`src/rtl/pdp6_timing_pkg.sv`:
```
// pdp6_timing_pkg: shared clock period, standard delay constants and ns-to-cycle conversion.
package pdp6_timing_pkg;
  localparam int CLK_PERIOD_NS = 20;
  localparam int DLY100_NS = 100;
  localparam int DLY200_NS = 200;
  localparam int DLY1000_NS = 1000;
  function automatic int ns2cyc(input int ns, input int period = CLK_PERIOD_NS);
    int c;
    c = (ns + period - 1) / period;
    return c < 1 ? 1 : c;
  endfunction
endpackage

```
`src/rtl/pulse_delay_line.sv`:
```
// pulse_delay_line: one-shot delay, emits a one-clock pulse DELAY_NS after the last trigger cycle.
module pulse_delay_line #(
  parameter int CLK_PERIOD_NS = pdp6_timing_pkg::CLK_PERIOD_NS,
  parameter int DELAY_NS = pdp6_timing_pkg::DLY100_NS,
  localparam int DELAY_CYC = pdp6_timing_pkg::ns2cyc(DELAY_NS, CLK_PERIOD_NS),
  localparam int CW = $clog2(DELAY_CYC + 1)
) (
  input  logic          clk,
  input  logic          reset_n,
  input  logic          in,
  output logic          out,
  output logic          busy,
  output logic [CW-1:0] remaining
);
  localparam logic [CW-1:0] LOAD = CW'(DELAY_CYC);
  logic [CW-1:0] cnt;
  // a trigger always reloads, so an expiry coinciding with a retrigger is swallowed
  always_ff @(posedge clk or negedge reset_n)
    if (!reset_n) begin
      cnt <= '0;
      out <= 1'b0;
    end else begin
      cnt <= in ? LOAD : cnt - CW'(cnt != '0);
      out <= !in && cnt == CW'(1);
    end
  assign busy = cnt != '0;
  assign remaining = cnt;
endmodule

```
`config.mk`:
```
export PLATFORM = sky130hd
export DESIGN_NAME = pulse_delay_line
export DESIGN_NICKNAME = d
export VERILOG_FILES = /design/src/rtl/pdp6_timing_pkg.sv /design/src/rtl/pulse_delay_line.sv
export SDC_FILE = /design/constraint.sdc
export NUM_CORES = 1
export LEC_CHECK = 0
export BUFFER_PORTS_ARGS = -buffer_cell sky130_fd_sc_hd__buf_4
export CORE_AREA = 5 5 42 44
export CTS_BUF_LIST = sky130_fd_sc_hd__clkbuf_4
export CTS_CLUSTER_DIAMETER = 100
export DETAILED_ROUTE_END_ITERATION = 8
export DIE_AREA = 0 0 47 49
export GPL_TIMING_DRIVEN = 0
export PLACE_DENSITY = 0.35
export SLEW_MARGIN = 5
export SYNTH_ARGS = -nofsm -noshare
export SYNTH_HDL_FRONTEND = slang
export SYNTH_SLANG_ARGS = --single-unit
export TNS_END_PERCENT = 5
```
`constraint.sdc`:
```
create_clock -name clk -period 1.5 [get_ports clk]
set_input_delay 0.225 -clock clk [delete_from_list [all_inputs] [get_ports clk]]
set_output_delay 0.225 -clock clk [all_outputs]
set_load 0.01 [all_outputs]
```
After elaboration in Yosys (flattened, before gate mapping)
Cells that the tools add are included.

word-level totals
  flip-flop bits (word level) = 4
  bits in latches = 0
  memory bits (writable) = 0
  memory bits (read-only) = 0
  input port bits = 3
  output and inout bits = 5
  logic and storage cells = 8
  memories = 0

operators by class
  add/sub/neg operators = 1
  multipliers = 0
  divide/modulo/power cells = 0
  order comparisons = 0
  equal/unequal tests = 1
  shift-type cells = 0
  mux-type cells = 1
  bitwise operators = 0
  reduce and logical (&&, ||, !) cells = 3

operator list
  kind                                            count
  == test 3 x 1 -> 1 bit (second input constant)  1
  two-way mux 3 bit                               1
  nonzero test 3 bit                              1
  subtractor 3 x 1 -> 3 bit                       1
  logical AND 1 bit                               1
  zero test 1 bit                                 1

Longest topological paths before layout
Gate-level depths: netlist of run 1.

  depth after elaboration = 3
  depth in mapped cells = 5
  mapped depth without buffers = 5

Least setup slack after synthesis of run 1
Ideal clock, no wire load.

  kind = flip-flop to flip-flop
  start point = reg cnt[2], in the netlist remaining[2]
  end point = reg cnt[2], in the netlist remaining[2]
  library setup time = 121 ps
  arrival = 1430 ps
  path slack = -52 ps
  cell stages (with the launch flop) = 6
  buffers on the path = 0
  period minus slack after synthesis = 1552 ps
  cells stage by stage = dfrtp_1 -> or3_1 -> ha_1 -> ha_1 -> xnor2_1 -> nand2b_1

on the way
  longest elaborated chain between the ends = 3

RTL lines
  item                       RTL line                source
  start: declaration         pulse_delay_line.sv:16  logic [CW-1:0] cnt;
  start signal: assignment   pulse_delay_line.sv:23  cnt <= in ? LOAD : cnt - CW'(cnt != '0);
  nonzero test 3 bit         --
  via busy                   pulse_delay_line.sv:12  output logic busy,
  subtractor 3 x 1 -> 3 bit  pulse_delay_line.sv:23
  two-way mux 3 bit          pulse_delay_line.sv:23

The timed path passes the listed nets, and every way through them passes these cells.

Worst setup path in the final report of run 1
  start point = reg cnt[0], in the netlist remaining[0]
  end point = reg cnt[2], in the netlist remaining[2]

on the way
  longest elaborated chain between the ends = 3

RTL lines
  item                         RTL line
  nonzero test 3 bit           pulse_delay_line.sv:23
  subtractor 3 x 1 -> 3 bit *  pulse_delay_line.sv:23
  two-way mux 3 bit *          pulse_delay_line.sv:23

Every way passes the cells marked *; elsewhere a longest branch is shown, timed or not.

==> results of run 1 <==
[timing repair]
action | in CTS | in global routing
setup endpoints to repair | 1 | 1
hold buffers | 1 | 0
endpoints found under the hold margin | 4 | 0
pin swaps | 0 | 1
resized for setup | 0 | 2
buffers inserted | 1 | 1
[worst reg2reg max path: cells and delay by family (launching register included)]
family | cells | cell delay, ns
XOR/XNOR | 1 | 0.15
flip-flops | 1 | 0.38
AND/OR/NAND/NOR | 2 | 0.47
adder cells (fa/ha/maj) | 2 | 0.35
[sequential cells by signal (all words and copies together) (netlist names)]
signal,flops
out,1
remaining,3
[kinds of logic after synthesis]
logic type    Yosys count  synth area share, %
fa+ha+maj               2                 14.7
simple gates            5                 16.9
flops                   4                 58.8
buf+inv                 2                 4.41
xor+xnor                1                 5.15
[per-layer routing]
layer  global-route usage [%]  vias up  wire [um]
li1                         -       71          -
met3                     1.11        0         13
met5                        0        -          0
met2                     6.33        2        236
met1                     3.33       69        113
met4                     5.53        0          0
[power breakdown]
part / leakage (nW) / switching [mW] / internal (mW)
Combinational: 0.0789 / 0.0551 / 0.0765
Clock: 0.0138 / 0.0374 / 0.0890
Sequential: 0.0474 / 0.0153 / 0.129
[stage by stage]
step           hold slack, ns  util, %  cell area [um2]  std cells
2_1_floorplan         -0.0706        -              175         14
3_5_place_dp           0.0242     17.7              248         37
6_report                0.164     21.4              300         43
3_3_place_gp           0.0231     17.7              248         37
5_1_grt                 0.166     21.4              300         43
4_1_cts                 0.153     20.5              288         42
[layout by cell type (no fill, tap or decap)]
cell type / synthesis / routed
xnor2_1: 1 / 1
nor4_1: 1 / 1
inv_1: 2 / 2
dfrtp_1: 4 / 4
nor2_1: 1 / 1
nand2b_1: 2 / 2
or3_4: 0 / 1
dlygate4sd3_1: 0 / 1
ha_2: 0 / 2
clkbuf_4: 0 / 3
buf_4: 0 / 9
[worst paths after layout]
| path | slack, ns | cells past startpoint | endpoint |
|---|---|---|---|
| hold / removal | 0.16 | 2 | remaining[1] |
| hold reg to reg | 0.48 | 1 | out |
| setup / recovery | 0.04 | 5 | remaining[2] |
| min in group asynchronous | 0.33 | 2 | remaining[2] |
| setup reg to reg | 0.04 | 5 | remaining[2] |
| max in group asynchronous | 1.07 | 2 | remaining[0] |
[final cells by class]
cell class	instances	area, um2
Fill cell	162	1100
Clock buffer	3	22.5
Timing Repair Buffer	10	77.6
Sequential cell	4	100
Multi-Input combinational cell	8	72.6
Inverter	2	7.51
Tap cell	16	20.0
==> flow_summary.ini, run 1 <==
[outcome]
status = completed

[place]
hpwl_um = 298
place.gp.congestion = 0.729
dpl_worst_slack_ns = 0.00749
port_buffers = 7

[timing]
fin_tns_setup_ns = 0
layout_min_cycle_time_ns = 1.46
finalCritPeriodShare_pct = 97.2
grt_setup_unrepaired = false
fin_ws_ns = 0.0418
setup-violations-final = 0
fin_skew_ns = 0.00128
timing_hold_violations_final = 0
slew_viol_final = 0
worstMarginPinSlew_ns = 0.212
clock.fmax_ghz = 0.686
max_slew_margin_pct = 85.8

[cts]
numCtsBuffers = 3
clockBufferDepth = 2
clock_sinks = 4
htreeDepth = 1
clk_latency_ns = 0.23
cts_root_buffer = clkbuf_4
tritoncts = yes
path_clk_slew_ns = 0.03

[worst_setup_path]
r2r-start = remaining[0]
worst_ep_required_time_ns = 1.61
critPathLaunch = remaining[0]
end_kind = register
crit_arrival_ns = 1.57
slowest_stage = or3_4
critPathTopFamily = simple AND/OR/NAND/NOR gates
path_cells = or3_4, ha_2, ha_2, xnor2_1, nand2b_1
critPathLaunchType = register
cp_max_fo = 3
cp_common_cell = ha_2
crit_buf_inv = 0
crit_type = register to register
cpPeakStageDelay_ns = 0.40

[worst_hold_path]
hp-start = in
hold_class = input pin to register

[cells_and_area]
nets = 34
diodes = 0
syn_to_final_growth_pct = 76.5
drive_above_1_share_pct = 55.6

[global_routing]
grt_pass1_vias = 164
antenna_found_initial = 0
grt_pass1_wl_um = 621
grt_usage_pct = 4.10
grt_max_degree = 5
overflow = 0

[synthesis]
synth_top_area_share_pct = 58.8
synth-seq-cells = 4
synth-warning-count = 0
syn_area_per_cell_um2 = 12.2
ys_seq_area_share_pct = 58.8
synthCells = 14
synth.distinct_cells = 8
async_flop_share_pct = 100
syn_nets = 19
yosys-top-cells-count = dfrtp_1, ha_1, inv_1, nand2b_1
synth-edff-count = 0
ys.flop_type = dfrtp_1
syn_area_um2 = 170
synth.most_common_cell = dfrtp_1
ys_top_cells_by_area = dfrtp_1, ha_1, nand2b_1
yosysTopAreaCell = dfrtp_1

[floorplanning]
start_util_pct = 12.1
die_y_um = 49
die_area_um2 = 2300
core-area_um2 = 1400
die_w_um = 47
ios = 8
num_rows = 14

[detailed_routing]
post-route-drc-count = 0
avgRoutedWirePerCell_um = 8.42
drtIter0Drc = 0
antenna_left = 0
firstDrtPassIters = 1
wl_um = 362
num_vias = 142
vias_per_cell = 3.30

[power]
finalPower_uw = 402
cellPowerDensity_nw_per_um2 = 1340
leakage_nw = 0.140
ir_worst_vdd_mv = 0.378

[run]
maxCapViolCount = 0
Note: power is estimated with default switching activity, not from simulation.
==> inputs of run 2 (changes only) <==
--- a/config.mk
+++ b/config.mk
@@ -5,14 +5,14 @@
 export SDC_FILE = /design/constraint.sdc
 export NUM_CORES = 1
 export LEC_CHECK = 0
-export BUFFER_PORTS_ARGS = -buffer_cell sky130_fd_sc_hd__buf_4
 export CORE_AREA = 5 5 42 44
 export CTS_BUF_LIST = sky130_fd_sc_hd__clkbuf_4
 export CTS_CLUSTER_DIAMETER = 100
 export DETAILED_ROUTE_END_ITERATION = 8
 export DIE_AREA = 0 0 47 49
+export DONT_BUFFER_PORTS = 1
 export GPL_TIMING_DRIVEN = 0
-export PLACE_DENSITY = 0.35
+export PLACE_DENSITY = 0.3
 export SLEW_MARGIN = 5
 export SYNTH_ARGS = -nofsm -noshare
 export SYNTH_HDL_FRONTEND = slang
==> run 2 against run 1 <==
  * The flow now finishes with violations (negative setup slack)
  * Critical path depth unchanged
  * Maximum frequency decreased by 4.7%
  * Combinational power decreased by 26%
  * Register-to-register slack got worse by 0.07 ns
  * Sequential power increased by 17%
  * Global-route usage increased by 0.70 points
  * Non-clock buffer count decreased by 9
  * Sequential share of layout area increased by 5.4 points
  * Sequential cell count unchanged
  * Power decreased by 1.5%
  * Die area unchanged
  * Worst hold slack got worse by 0.12 ns
==> flow_summary.ini, run 2 (synthesized netlist as in run 1, its figures left out) <==
[floorplanning]
die_y_um = 49
die_w_um = 47
core-area_um2 = 1400
num_rows = 14
start_util_pct = 12.1
die_area_um2 = 2300
ios = 8

[detailed_routing]
post-route-drc-count = 0
firstDrtPassIters = 1
num_vias = 116
wl_um = 476
wl_met2_um = 227
vias_per_cell = 3.41
maxUsedRoutingLayer = met3
drtIter0Drc = 0
drt-met1-wl_um = 178
dr_wl_met3_um = 69
antenna_left = 0
avgRoutedWirePerCell_um = 14.0

[timing]
timing_hold_violations_final = 0
worstMarginPinSlew_ns = 0.254
max_slew_margin_pct = 82.9
clock.fmax_ghz = 0.653
slew_viol_final = 0
setup-violations-final = 1
finalCritPeriodShare_pct = 102
grt_setup_unrepaired = true
fin_ws_ns = -0.0303
fin_skew_ns = 0.00543
layout_min_cycle_time_ns = 1.53

[worst_setup_path]
r2r_cells = 5
cp_max_fo = 4
r2r_slack_ns = -0.03
cp_common_cell = ha_4
path_cells = or3_4, ha_4, ha_4, xnor2_2, nand2b_1
end_kind = register
r2r-start = remaining[2]
cpPeakStageDelay_ns = 0.46
rr_endpoint = remaining[2]
crit_arrival_ns = 1.65
worst_ep_required_time_ns = 1.62
crit_type = register to register
slowest_stage = dfrtp_2
critPathLaunchType = register

[cts]
htreeDepth = 1
cts_root_buffer = clkbuf_4
clk_latency_ns = 0.23
path_clk_slew_ns = 0.04
numCtsBuffers = 3
tritoncts = yes
clock_sinks = 4
clockBufferDepth = 2
post_cts_buffers = 0

[place]
dp.cells = 30
place_area_um2 = 195
place.gp.congestion = 0.548
hpwl_um = 303
dpl_worst_slack_ns = -0.0656
port_buffers = 0

[worst_hold_path]
hp-start = in
hold_depth = 1
worstHoldEndpoint = remaining[1]
hold_class = input pin to register

[run]
maxCapViolCount = 0

[cells_and_area]
layout_common_cells = clkbuf_4, dfrtp_1, inv_1, nand2b_1, ha_4
nFillCells = 168
syn_to_final_growth_pct = 53.7
final_cells = 34
nets = 25
largest_reg_flops = 3
drive_above_1_share_pct = 44.4
final_area_um2 = 262
diodes = 0

[power]
leakage_nw = 0.107
cellPowerDensity_nw_per_um2 = 1520
ir_worst_vdd_mv = 0.279
finalPower_uw = 396

[global_routing]
antenna_found_initial = 0
grt_pass1_wl_um = 676
grt_max_degree = 5
grt_pass1_vias = 157
overflow = 0
grt_usage_pct = 4.80

[outcome]
violations = negative setup slack
status = finished, violations left
-- run 2: cell type report --
cell class	count	area, um2	share of cell area [%]
Sequential cell	4	101	38.8
Multi-Input combinational cell	8	100	38.3
Clock buffer	3	22.5	8.61
Tap cell	16	20.0	7.66
Timing Repair Buffer	1	10.0	3.83
Inverter	2	7.51	2.87
-- run 2: worst max-delay path by stage --
stage | start | endpoint | slack (ns) | cells past startpoint
2_1_floorplan | remaining[2] | remaining[2] | 0.006 | 5
3_3_place_gp | remaining[2] | remaining[2] | -0.07 | 5
3_5_place_dp | remaining[2] | remaining[2] | -0.07 | 5
4_1_cts | remaining[2] | remaining[2] | -0.05 | 5
5_1_grt | remaining[2] | remaining[2] | -0.10 | 5
6_report | remaining[2] | remaining[2] | -0.03 | 5
-- run 2: repair_timing --
| item | CTS | global route |
|---|---|---|
| cloned | 0 | 0 |
| pin swaps | 3 | 3 |
| endpoints found under the setup margin | 2 | 1 |
| endpoints found under the hold margin | 4 | 0 |
| hold buffers | 1 | 0 |
| resized for setup | 5 | 1 |
-- run 2: power by group --
part | internal, mW | total [mW] | switching (mW)
clock | 0.0893 | 0.131 | 0.0414
sequential | 0.130 | 0.168 | 0.0374
combinational | 0.0551 | 0.0977 | 0.0426
total | 0.275 | 0.396 | 0.121
-- run 2: layer usage --
layer / track usage [%] / up-vias
met5: 0 / -
met4: 5.53 / 0
met3: 4.06 / 0
met2: 5.66 / 6
met1: 4.42 / 56
li1: - / 54
-- run 2: worst max-delay path: cells and delay by family, from the launching register on --
family        cells  cell delay (ns)
simple gates      2             0.49
flops             1             0.46
fa+ha+maj         2             0.34
xor+xnor          1             0.13
-- run 2: metrics by stage --
step,hold WS (ns),setup TNS [ns],utilization [%]
after global routing,0.0312,-0.100,18.7
final,0.0469,-0.0303,18.7
after floorplan,-0.0706,0,-
after global placement,-0.0705,-0.0773,13.9
after CTS,0.0377,-0.0487,18.1
after detailed placement,-0.0704,-0.0778,13.9
